[src/rtl/db_defs.sv]
// rtl/db_defs.sv - shared state encodings and width helpers for the debounce one-shot
package db_defs;

  typedef enum logic [2:0] {
    ST_LOW   = 3'd0,
    ST_RISE  = 3'd1,
    ST_PULSE = 3'd2,
    ST_HIGH  = 3'd3,
    ST_FALL  = 3'd4
  } state_t;

  function automatic int cnt_w(input int n);
    return $clog2(n + 1);
  endfunction

  function automatic int max2(input int a, input int b);
    return (a > b) ? a : b;
  endfunction

endpackage

[src/rtl/sync_2ff.sv]
// rtl/sync_2ff.sv - single-bit two-flop synchronizer with synchronous clear
module sync_2ff (
  input  logic clk,
  input  logic clr,
  input  logic d,
  output logic q
);

  logic s1;

  always_ff @(posedge clk) begin
    if (clr) begin
      s1 <= 1'b0;
      q  <= 1'b0;
    end else begin
      s1 <= d;
      q  <= s1;
    end
  end

endmodule

[src/rtl/db_1shot_pulse.sv]
// rtl/db_1shot_pulse.sv - button debounce with one-shot press pulse; DB_REPEAT_EN adds auto-repeat
module db_1shot_pulse
  import db_defs::*;
#(
  parameter int DB_CYCLES  = 4,
  parameter int REPEAT_DLY = 50,
  parameter int REPEAT_PER = 10
) (
  input  logic clk,
  input  logic clr,
  input  logic btn_in,
  output logic pulse_out,
  output logic level_out
);

  localparam int CNT_W = cnt_w(DB_CYCLES);
  localparam logic [CNT_W-1:0] CNT_LAST = CNT_W'(DB_CYCLES - 1);

  if (DB_CYCLES < 2 || REPEAT_DLY < 2 || REPEAT_PER < 2) begin : g_bad_param
    $error("db_1shot_pulse: DB_CYCLES, REPEAT_DLY and REPEAT_PER must be >= 2");
  end

  logic             btn_s;
  state_t           state, state_nxt;
  logic [CNT_W-1:0] cnt, cnt_nxt;
  logic             rep_fire;

  sync_2ff u_sync (
    .clk (clk),
    .clr (clr),
    .d   (btn_in),
    .q   (btn_s)
  );

  // Outputs are registered from the next state so they line up with the state they describe.
  always_ff @(posedge clk) begin
    if (clr) begin
      state     <= ST_LOW;
      cnt       <= '0;
      pulse_out <= 1'b0;
      level_out <= 1'b0;
    end else begin
      state     <= state_nxt;
      cnt       <= cnt_nxt;
      pulse_out <= (state_nxt == ST_PULSE) || rep_fire;
      level_out <= (state_nxt == ST_PULSE) || (state_nxt == ST_HIGH) || (state_nxt == ST_FALL);
    end
  end

  always_comb begin
    state_nxt = state;
    cnt_nxt   = '0;
    case (state)
      ST_LOW: begin
        if (btn_s) begin
          state_nxt = ST_RISE;
          cnt_nxt   = CNT_W'(1);
        end
      end
      ST_RISE: begin
        if (!btn_s)               state_nxt = ST_LOW;
        else if (cnt == CNT_LAST) state_nxt = ST_PULSE;
        else                      cnt_nxt   = cnt + 1'b1;
      end
      ST_PULSE: state_nxt = ST_HIGH;
      ST_HIGH: begin
        if (!btn_s) begin
          state_nxt = ST_FALL;
          cnt_nxt   = CNT_W'(1);
        end
      end
      ST_FALL: begin
        if (btn_s)                state_nxt = ST_HIGH;
        else if (cnt == CNT_LAST) state_nxt = ST_LOW;
        else                      cnt_nxt   = cnt + 1'b1;
      end
      default: state_nxt = ST_LOW;
    endcase
  end

`ifdef DB_REPEAT_EN
  localparam int REP_W = cnt_w(max2(REPEAT_DLY, REPEAT_PER));

  logic [REP_W-1:0] rcnt;
  logic             rep_first;
  logic [REP_W-1:0] rep_lim;

  // The first gap is counted from the cycle after ST_PULSE, hence DLY-2 against PER-1.
  assign rep_lim  = rep_first ? REP_W'(REPEAT_DLY - 2) : REP_W'(REPEAT_PER - 1);
  assign rep_fire = (state == ST_HIGH) && btn_s && (rcnt == rep_lim);

  always_ff @(posedge clk) begin
    if (clr || state != ST_HIGH) begin
      rcnt      <= '0;
      rep_first <= 1'b1;
    end else if (rep_fire) begin
      rcnt      <= '0;
      rep_first <= 1'b0;
    end else if (btn_s) begin
      rcnt      <= rcnt + 1'b1;
    end
  end
`else
  assign rep_fire = 1'b0;
`endif

endmodule

[config.mk]
export PLATFORM = sky130hd
export DESIGN_NAME = db_1shot_pulse
export DESIGN_NICKNAME = d
export VERILOG_FILES = /design/src/rtl/db_defs.sv /design/src/rtl/sync_2ff.sv /design/src/rtl/db_1shot_pulse.sv
export SDC_FILE = /design/constraint.sdc
export NUM_CORES = 1
export LEC_CHECK = 0
export BUFFER_PORTS_ARGS = -buffer_cell sky130_fd_sc_hd__buf_2
export CAP_MARGIN = 20
export CORE_UTILIZATION = 30
export CTS_CLUSTER_DIAMETER = 200
export DETAILED_ROUTE_END_ITERATION = 16
export GPL_ROUTABILITY_DRIVEN = 0
export GPL_TIMING_DRIVEN = 0
export PLACE_DENSITY = 0.5
export REMOVE_ABC_BUFFERS = 1
export SETUP_SLACK_MARGIN = 0.15
export SLEW_MARGIN = 40
export SYNTH_ARGS = -nofsm -noshare
export SYNTH_HDL_FRONTEND = slang
export SYNTH_SLANG_ARGS = --single-unit
[constraint.sdc]
create_clock -name clk -period 1.3 [get_ports clk]
set_input_delay 0.065 -clock clk [delete_from_list [all_inputs] [get_ports clk]]
set_output_delay 0.065 -clock clk [all_outputs]
set_load 0.01 [all_outputs]
After elaboration in Yosys (flattened, before gate mapping)
Index checks and enable logic that the tools add are counted.
W data, S select, Z words.
Word-level totals
  register bits after elaboration: 10
  input port bits: 3
  output and inout port bits: 2
  word-level logic and storage cells: 31
Operators by class
  add/subtract/negate cells: 1
  equal/unequal tests: 8
  muxes and demuxes: 13
  reduce and logical (&&, ||, !) cells: 3
Operators by type and width (number)
  $mux W3: 9
  $eq A3 B2 Y1 const B: 5
  $pmux W3 S5: 1
  $pmux W3 S4: 1
  $eq A3 B3 Y1 const B: 2
  $add A3 B1 Y3 const B: 1
  $eq A3 B1 Y1 const B: 1
  $logic_not A3 Y1: 1
  $logic_or A1 B1 Y1: 2
  $mux W1: 2

Longest topological paths before layout
Gate-level depths: netlist of run 1.
  depth after elaboration: 7
  mapped depth: 4
  gate-level depth less buffers: 4

Modules after synthesis
From an unflattened synthesis of run 1, not the netlist that was laid out.
Second synthesis, totals
  cells, all modules: 48
  area, all modules: 484.2 um2
Modules (own cells, without submodules)
  db_1shot_pulse: instances 1, cells an instance 44, area an instance 431.7 um2, sequential area each 160.2 um2
  sync_2ff: instances 1, cells an instance 4, area an instance 52.6 um2, sequential area each 40.0 um2

Worst setup path before layout of run 1
No wires, ideal clock.
  kind: flip-flop to flip-flop
  start point: register cnt[0]
  end point: register cnt[0]
  setup time: 117 ps
  arrival time: 965 ps
  data required time: 1183 ps
  setup slack: 218 ps
  cell stages (with the launch flop): 5
  path buffers: 0
  clock period less this slack: 1082 ps
  cell sequence: dfxtp_1 ha_1 nand2b_1 and2_1 a32o_2
Between the ends
  cells in the longest elaborated chain, start to end: 4
  elaborated cells on any way between the ends: 6
  classes of those cells: add/sub: 1; eq/ne: 1; mux: 4
RTL lines
  from (decl): RTL line db_1shot_pulse.sv:25  | logic [CNT_W-1:0] cnt, cnt_nxt;
  from (signal assigned): RTL line db_1shot_pulse.sv:44  | cnt <= cnt_nxt;
  $add A3 B1 Y3 or $eq A3 B2 Y1 (tied branches)
  $mux W3 *: RTL line db_1shot_pulse.sv:62, db_1shot_pulse.sv:74
  $mux W3, on equally long branches: RTL line db_1shot_pulse.sv:73, db_1shot_pulse.sv:61
  $pmux W3 S4 *: RTL line db_1shot_pulse.sv:53  | case (state)
Mark *: on every way between the ends. The rest lies on a longest branch, timed or not.
A chain may end at the register's enable or synchronous reset.

Final worst setup path of run 1
  start point: register cnt[0]
  end point: register pulse_out
Between the ends
  cells in the longest elaborated chain, start to end: 5
  elaborated cells on any way between the ends: 7
  classes of those cells: eq/ne: 2; mux: 5
RTL lines
  $eq A3 B2 Y1 *: RTL line db_1shot_pulse.sv:62, db_1shot_pulse.sv:74
  $mux W3, on equally long branches: RTL line db_1shot_pulse.sv:74, db_1shot_pulse.sv:62
  $mux W3, on equally long branches: RTL line db_1shot_pulse.sv:73, db_1shot_pulse.sv:61
  $pmux W3 S5 *: RTL line db_1shot_pulse.sv:53
  $eq A3 B2 Y1 *: RTL line db_1shot_pulse.sv:45  | pulse_out <= (state_nxt == ST_PULSE) || rep_fire;
  to (signal assigned): RTL line db_1shot_pulse.sv:45
  to (decl): RTL line db_1shot_pulse.sv:12  | output logic pulse_out,
Marked as above.

==> metrics.csv, run 1 <==
stage,metric,value,unit
outcome,outcome,finished clean,
floorplan,Initial Util,34.2,%
finish,fill count,155,
placed_design,Detailed Place HPWL,650,um
floorplan,die height,41.4,um
floorplan,# IOs,5,
finish,area occupied by multi-input gates,250,sq um
sta,Worst Tran Pin Value,284,ps
synth,multiplexer share of the synthesized area,0,%
sta,Final Hold Fails,0,
worst_setup_path,worst reg2reg path depth,4,
sta,Fmax,895,MHz
floorplan,die footprint,1720,sq um
finish,final-stage net count,58,
hold_path,WHS Path Cells,2,
placed_design,PortBufs,4,
finish,share of layout cells above drive strength 1,37.7,%
worst_setup_path,Worst EP required,1450,ps
hold_path,hold crit path type,in -> reg,
floorplan,Core ar.,1370,sq um
worst_setup_path,R2R Setup Slk,180,ps
synth,post-synthesis compound-gate area fraction,15.0,%
synth,ys flop type,dfxtp_1,
clocking,clk slew on worst S/H paths,70,ps
job,Max-Cap Viols,0,
hold_path,Hold Crit Start,btn_in,
synth,Post-Synth XOR/XNOR Area,0,%
worst_setup_path,"Max stage delay cell, worst path",dfxtp_2,
drt,drt drc,0,
drt,DR WL met3,20,um
global_routing,GRT Residual Overflow,0,
sta,minimum clock period after layout,1120,ps
clocking,number of buffers created by CTS,3,
synth,main combinational cell family by area after synthesis,simple AND/OR/NAND/NOR gates,
synth,warnings from Yosys,0,
power,leakage power,0.220,nW
drt,routed length on met1,406,um
sta,setup ws final,183,ps
clocking,CTS Buffer Depth,2,
worst_setup_path,Crit Reg-Reg Startpoint,cnt[0]$_SDFF_PP0_,
drt,Via density,5.25,
worst_setup_path,"CP delay by family, top",simple AND/OR/NAND/NOR gates,
floorplan,die width,41.4,um
drt,routed len/inst,12.9,um
sta,Max transition margin,81.0,%
worst_setup_path,Critical Path Source,cnt[0]$_SDFF_PP0_,
drt,Top Layer Used,met3,
floorplan,Row Count,13,
global_routing,first-pass GRT wire length,1.55,mm
worst_setup_path,R2R Path End,pulse_out$_SDFF_PP0_,
finish,synthesis-to-finish area growth,17.7,%
clocking,CTS H-tree lvls,1,
synth,Synth Area in Simple Gates,31.6,%
global_routing,Total GRT Usage,11.9,%
worst_setup_path,"Buf+Inv Stages, Crit Path",1,
drt,routed length on met2,449,um
synth,Seq cells post-synth,10,
clocking,CTS tree,built,
global_routing,largest net degree at the start of global routing,12,
synth,ys async rst share,0,%
finish,register area,205,sq um
global_routing,initial antenna violation count,0,
hold_path,worst hold path endpoint,u_sync.s1$_SDFF_PP0_,
sta,final setup fails,0,
synth,area share of the leading cell type in the synthesized netlist,42.9,%
sta,RSZ-0062 raised after global routing,true,
synth,"area leader, netlist",dfxtp_1,
synth,Mapped Cells,47,
drt,number of DRC markers in iteration 0,2,
drt,1st-pass router iterations,4,
sta,Tcrit/Tclk final,85.9,%
worst_setup_path,Worst Setup End Kind,register,
worst_setup_path,"Data arrival, critical path",1270,ps
power,power per cell area,1120,nW/um^2
drt,Final ANT Viol Nets,0,
sta,setup TNS,0,ps
worst_setup_path,crit path launch type,register,
sta,clock skew,3.62,ps
synth,register area share after synthesis,42.9,%
worst_setup_path,crit path kind,reg -> reg,
placed_design,Place WS,106,ps
clocking,Worst-Skew Late Latency,260,ps
worst_setup_path,Critical Path Fanout Max,3,
synth,largest cells by area after synthesis,"dfxtp_1 43%, buf_6 4.8%, and4b_1 4.3%",
finish,n_diodes,0,
synth,Synth cell types,26,
worst_setup_path,longest individual stage delay on the worst path,340,ps
power,worst vdd ir,601,uV
synth,number of synthesized flops with an enable pin,0,
drt,Routed WL,875,um
synth,Synth Area in Adders,2.68,%
global_routing,vias in the first global route,373,
clocking,Sinks on Clock Net,10,
clocking,CTS Root Cell,clkbuf_4,
sta,Final Slew Violations,0,
synth,syn avg cell area,9.93,sq um
worst_setup_path,crit path cell chain,ha_4 > and4b_1 > buf_4 > and3b_1,
drt,vias,357,
synth,Netlist Area Pre-Place,467,sq um
clocking,cts hold-fix bufs,0,
-- logic make-up after synthesis --
logic type | count (synthesis)
AOI/OAI and AO/OA | 9
and+or+nand+nor | 22
DFF | 10
adders and majority gates | 1
buffers and inverters | 5
-- area by class of cell --
cell class	instances	area share, %
clock buffers	4	6.61
inverters	1	0.683
multi-input cells	32	45.6
flip-flops and latches	10	37.4
well taps	15	3.42
repair buffers	6	6.38
-- where the power goes --
part / internal (mW) / switching [mW] / total (mW) / leakage [nW]
registers: 0.313 / 0.00772 / 0.320 / 0.0830
clock network: 0.170 / 0.101 / 0.270 / 0.0210
logic: 0.0126 / 0.0127 / 0.0253 / 0.116
total: 0.495 / 0.121 / 0.616 / 0.220
-- flip-flops by register name, indices dropped and copies added, names as in the netlist --
| name | count |
|---|---|
| level_out | 1 |
| u_sync.q | 1 |
| pulse_out | 1 |
| state | 3 |
| u_sync.s1 | 1 |
| cnt | 3 |
-- worst max path at each step --
stage                                 to  depth (start not counted)  slack, ps
floorplan              cnt[0]$_SDFF_PP0_                          4        220
global placement       cnt[0]$_SDFF_PP0_                          4        140
detailed placement     cnt[0]$_SDFF_PP0_                          3        110
CTS                    cnt[0]$_SDFF_PP0_                          4        130
global route        level_out$_SDFF_PP0_                          3        120
finish              pulse_out$_SDFF_PP0_                          4        180
-- synthesized netlist by cell type (2+ instances only) --
cell type and n:
and3b_1 2, and4b_1 2, buf_2 2, buf_6 2, dfxtp_1 10, nand2_1 2
nand2b_1 3, nand3b_1 2, nor2_1 3, nor2b_1 2, nor3_1 2
-- timing repair --
action                     4_1_cts  5_1_grt
setup endpoints to repair        4        8
buffers inserted                 2        0
pin swaps                        1        1
resized for setup                2        5
-- placed cells by master (no fill, tap or decap) --
| cell | n |
|---|---|
| nand2_1 | 2 |
| nand3b_1 | 2 |
| a21oi_1 | 1 |
| buf_2 | 4 |
| nand2b_4 | 1 |
| and4b_1 | 2 |
| and3b_1 | 2 |
| nor3_1 | 2 |
| a31oi_2 | 1 |
| nand4b_1 | 1 |
| inv_1 | 1 |
| o31ai_1 | 1 |
| a211oi_1 | 1 |
| and2_1 | 1 |
| dfxtp_1 | 6 |
| o21ai_2 | 1 |
| clkbuf_4 | 3 |
| or3b_4 | 1 |
| nand2b_1 | 2 |
| nor2_1 | 3 |
| dfxtp_2 | 4 |
| clkbuf_8 | 1 |
| o22ai_1 | 1 |
| a31oi_1 | 1 |
| buf_4 | 2 |
| ha_4 | 1 |
| and4_1 | 1 |
| o21ai_0 | 1 |
| a32o_2 | 1 |
| nor2b_1 | 2 |
-- worst register-to-register path: cells and delay by family (launching register included) --
family                   cells  cell delay (ps)
AND/OR/NAND/NOR              2              380
flip-flops                   1              340
adder cells (fa/ha/maj)      1              170
buffers and inverters        1              140
-- layer usage --
metal / global-route usage [%] / vias to the layer above
li1: - / 183
met1: 12.8 / 171
met2: 19.7 / 3
met3: 5.22 / 0
met4: 5.81 / 0
met5: 0 / -
-- through the flow --
stage          instances  total power, mW  hold slack, ps  instance area (sq um)  utilization [%]
4_1_cts               68            0.627            20.4                    528             38.6
2_1_floorplan         43            0.340             131                    434                -
5_1_grt               68            0.654            12.7                    549             40.2
3_5_place_dp          62            0.351             297                    473             34.6
3_3_place_gp          62            0.349             280                    473             34.6
6_report              68            0.616            21.6                    549             40.2
(Power assumes the default switching activity.)
==> run 2: changes to the inputs <==
--- a/config.mk
+++ b/config.mk
@@ -5,6 +5,7 @@
 export SDC_FILE = /design/constraint.sdc
 export NUM_CORES = 1
 export LEC_CHECK = 0
+export ABC_AREA = 1
 export BUFFER_PORTS_ARGS = -buffer_cell sky130_fd_sc_hd__buf_2
 export CAP_MARGIN = 20
 export CORE_UTILIZATION = 30
==> run 2 against run 1 <==
Die area is 3.6% lower. Design area is 2.1% lower. First-iteration DRC count is 100% higher. Combinational power is 7% lower. Clock skew hardly changed. Hold slack worse by 11 ps. Clock-buffer cell count stayed put. Wire length is 14% lower. Final cell count is 22% higher. Area after synthesis is 3.8% lower. Largest cell class unchanged. Largest power group unchanged.
==> metrics.csv, run 2 <==
stage,metric,value,unit,change
sta,final setup fails,0,,unchanged
synth,Netlist Area Pre-Place,449,sq um,-3.8%
synth,post-synthesis compound-gate area fraction,6.13,%,-8.9 points
finish,synthesis-to-finish area growth,19.8,%,
floorplan,die height,40.7,um,-1.8%
sta,Final Hold Fails,0,,unchanged
finish,most frequent cells in the layout,"11 x nand2_1, 9 x nor2_1, 8 x dfxtp_1",,
synth,main combinational cell family by area after synthesis,simple AND/OR/NAND/NOR gates,,
global_routing,largest net degree at the start of global routing,9,,-3
global_routing,GRT Residual Overflow,0,,unchanged
power,total power,0.614,mW,-0.28%
finish,Largest regs,"cnt: 3 flops, state: 3 flops",,
power,clock network fraction of total power,44.8,%,+0.9 points
placed_design,Detailed Place HPWL,568,um,-13%
worst_setup_path,crit path launch type,register,,
floorplan,die footprint,1660,sq um,-3.6%
synth,Synth Area in Adders,2.79,%,+0.10 points
floorplan,Core ar.,1350,sq um,-1.2%
hold_path,hold crit path type,in -> reg,,
clocking,CTS tree,built,,
clocking,Worst-Skew Late Latency,260,ps,about the same
power,Seq pwr share,51.4,%,-0.6 points
sta,Worst Tran Pin Value,223,ps,-61.4 ps
global_routing,first-pass GRT wire length,1.22,mm,-21%
floorplan,Initial Util,33.3,%,-0.89 points
synth,most common cell in the netlist,nand2_1,,
worst_setup_path,"Buf+Inv Stages, Crit Path",1,,unchanged
worst_setup_path,longest individual stage delay on the worst path,330,ps,about the same
synth,"area leader, netlist",dfxtp_1,,
sta,WHS,10.4,ps,-11.2 ps
drt,Final ANT Viol Nets,0,,unchanged
power,switch share,20.2,%,+0.59 points
synth,ys async rst share,0,%,unchanged
clocking,Sinks on Clock Net,10,,unchanged
finish,share of layout cells above drive strength 1,38.2,%,+0.50 points
synth,number of synthesized flops with an enable pin,0,,unchanged
worst_setup_path,crit path kind,reg -> reg,,
worst_setup_path,Crit Reg-Reg Startpoint,cnt[0]$_SDFF_PP0_,,
drt,Routed WL,753,um,-14%
drt,Via density,4.49,,-14%
sta,setup TNS,0,ps,unchanged
sta,Final Slew Violations,0,,unchanged
worst_setup_path,"CP delay by family, top",flip-flops,,
sta,Max transition margin,85.1,%,+4.1 points
finish,fin area,538,sq um,-2.1%
synth,warnings from Yosys,0,,unchanged
synth,syn avg cell area,7.36,sq um,-26%
drt,vias,373,,+4.5%
synth,ys flop type,dfxtp_1,,
worst_setup_path,R2R Path End,cnt[0]$_SDFF_PP0_,,
power,power per cell area,1140,nW/um^2,+1.8%
worst_setup_path,Worst Setup End Kind,register,,
sta,Fmax,946,MHz,+5.7%
finish,final-stage net count,73,,+26%
power,leakage power,0.240,nW,+9.5%
power,internal power,0.490,mW,-1.0%
finish,n_diodes,0,,unchanged
floorplan,die width,40.7,um,-1.8%
global_routing,initial antenna violation count,0,,unchanged
worst_setup_path,Worst EP required,1490,ps,+40 ps
synth,multiplexer share of the synthesized area,0,%,unchanged
drt,routed len/inst,9.07,um,-29%
floorplan,Row Count,13,,unchanged
synth,register area share after synthesis,44.6,%,+1.7 points
worst_setup_path,crit path cell chain,ha_4 > inv_1 > nor2_2 > or2_2 > o21ai_2,,
clocking,number of buffers created by CTS,3,,unchanged
global_routing,vias in the first global route,316,,-15%
hold_path,worst hold path endpoint,u_sync.s1$_SDFF_PP0_,,
synth,Synth Area in Simple Gates,38.2,%,+6.5 points
outcome,outcome,finished clean,,
worst_setup_path,worst reg2reg path depth,5,,+1
hold_path,WHS Path Cells,3,,+1
floorplan,# IOs,5,,unchanged
power,worst vdd ir,677,uV,+13%
synth,largest cells by area after synthesis,"dfxtp_1 45%, nand2_1 9.2%, nor2_1 8.4%",,
clocking,CTS H-tree lvls,1,,unchanged
hold_path,Hold Crit Start,btn_in,,
job,Max-Cap Viols,0,,unchanged
synth,top post-synthesis cells by count,"11 x nand2_1, 10 x dfxtp_1, 10 x nor2_1",,
synth,Post-Synth XOR/XNOR Area,0,%,unchanged
synth,Synth cell types,16,,-38%
placed_design,"Cell Area, Placed",484,sq um,+2.4%
clocking,clk slew on worst S/H paths,70,ps,about the same
sta,minimum clock period after layout,1060,ps,-60.0 ps
clocking,setup bufs post-CTS,0,,-2
worst_setup_path,"Max stage delay cell, worst path",dfxtp_2,,
finish,"commonest non-fill, non-tap cell in the layout",nand2_1,,
worst_setup_path,Critical Path Fanout Max,3,,unchanged
placed_design,Inst Count DP,79,,+27%
synth,area share of the leading cell type in the synthesized netlist,44.6,%,+1.7 points
power,Psw,0.124,mW,+2.7%
global_routing,Total GRT Usage,11.9,%,+0.043 points
clocking,CTS Buffer Depth,2,,unchanged
sta,clock skew,3.67,ps,+0.0456 ps
sta,Tcrit/Tclk final,81.3,%,-4.6 points
clocking,CTS Root Cell,clkbuf_4,,
finish,fin cells,83,,+22%
worst_setup_path,"Data arrival, critical path",1250,ps,-20 ps
placed_design,PortBufs,4,,unchanged
sta,RSZ-0062 raised after global routing,false,,
drt,drt drc,0,,unchanged
power,Logic pwr share,3.8,%,-0.3 points
drt,1st-pass router iterations,4,,unchanged
synth,Seq cells post-synth,10,,unchanged
worst_setup_path,R2R Setup Slk,240,ps,+60 ps
synth,Mapped Cells,61,,+30%
drt,number of DRC markers in iteration 0,4,,+2
==> run 2: cell types whose count changed after synthesis, moves of 3 or more <==
cell / delta
nand2b_1: -3
nand4_1: +3
nand2_1: +9
nor2_1: +7
inv_1: +4
inv_2: +4
nor2_2: +4
nand3_1: +4
==> run 2: timing repair <==
action	in CTS	in global routing
endpoints found under the setup margin	0	3
hold buffers	0	0
hold endpoints to repair	0	0
gates resized for setup	0	5
==> run 2: logic make-up (layout without fill, tap and decap cells) <==
family / count (synthesis) / in the layout
and+or+nand+nor: 36 / 36
AOI/OAI and AO/OA: 4 / 4
adders and majority gates: 1 / 1
DFF: 10 / 10
buffers and inverters: 10 / 17
==> run 2: worst min-delay path: stages <==
cell and delay, ps:
buf_2 90, inv_1 40, nor2_1 30
==> run 2: final cells by class <==
class | instances | area (sq um)
Fill cell | 140 | 812
Multi-Input combinational cell | 41 | 226
Sequential cell | 10 | 203
Clock buffer | 4 | 36.3
Inverter | 9 | 33.8
Timing Repair Buffer | 4 | 20.0
Tap cell | 15 | 18.8
==> run 2: through the flow <==
| step | setup slack [ps] | util [%] |
|---|---|---|
| finish | 243 | 39.9 |
| global route | 160 | 39.9 |
| CTS | 166 | 38.6 |
| detailed placement | 180 | 35.9 |
| global placement | 171 | 35.9 |
| floorplan | 254 | - |
==> run 2: power groups by stage <==
stage	clock network [mW]	logic, mW	registers (mW)
6_report	0.275	0.0235	0.315
5_1_grt	0.297	0.0277	0.316
4_1_cts	0.290	0.0235	0.315
3_5_place_dp	0	0.0235	0.322
3_3_place_gp	0	0.0234	0.322
2_1_floorplan	0	0.0148	0.321
==> run 2: routing by layer <==
layer  global-route usage, %  share of wire (%)  vias up
li1                        -                  -      206
met1                    14.7                 52      161
met2                    17.1                 43        4
met3                    1.63                2.8        2
met4                    12.5                1.9        0
met5                       0                  0        -
==> run 2: worst max-delay path by stage <==
stage	to	slack [ps]	depth (start not counted)	from
after floorplan	cnt[0]$_SDFF_PP0_	250	5	cnt[0]$_SDFF_PP0_
final	cnt[0]$_SDFF_PP0_	240	5	cnt[0]$_SDFF_PP0_
after global routing	level_out$_SDFF_PP0_	160	7	cnt[0]$_SDFF_PP0_
after detailed placement	level_out$_SDFF_PP0_	180	7	cnt[0]$_SDFF_PP0_
after CTS	level_out$_SDFF_PP0_	170	7	cnt[0]$_SDFF_PP0_
after global placement	level_out$_SDFF_PP0_	170	7	cnt[0]$_SDFF_PP0_
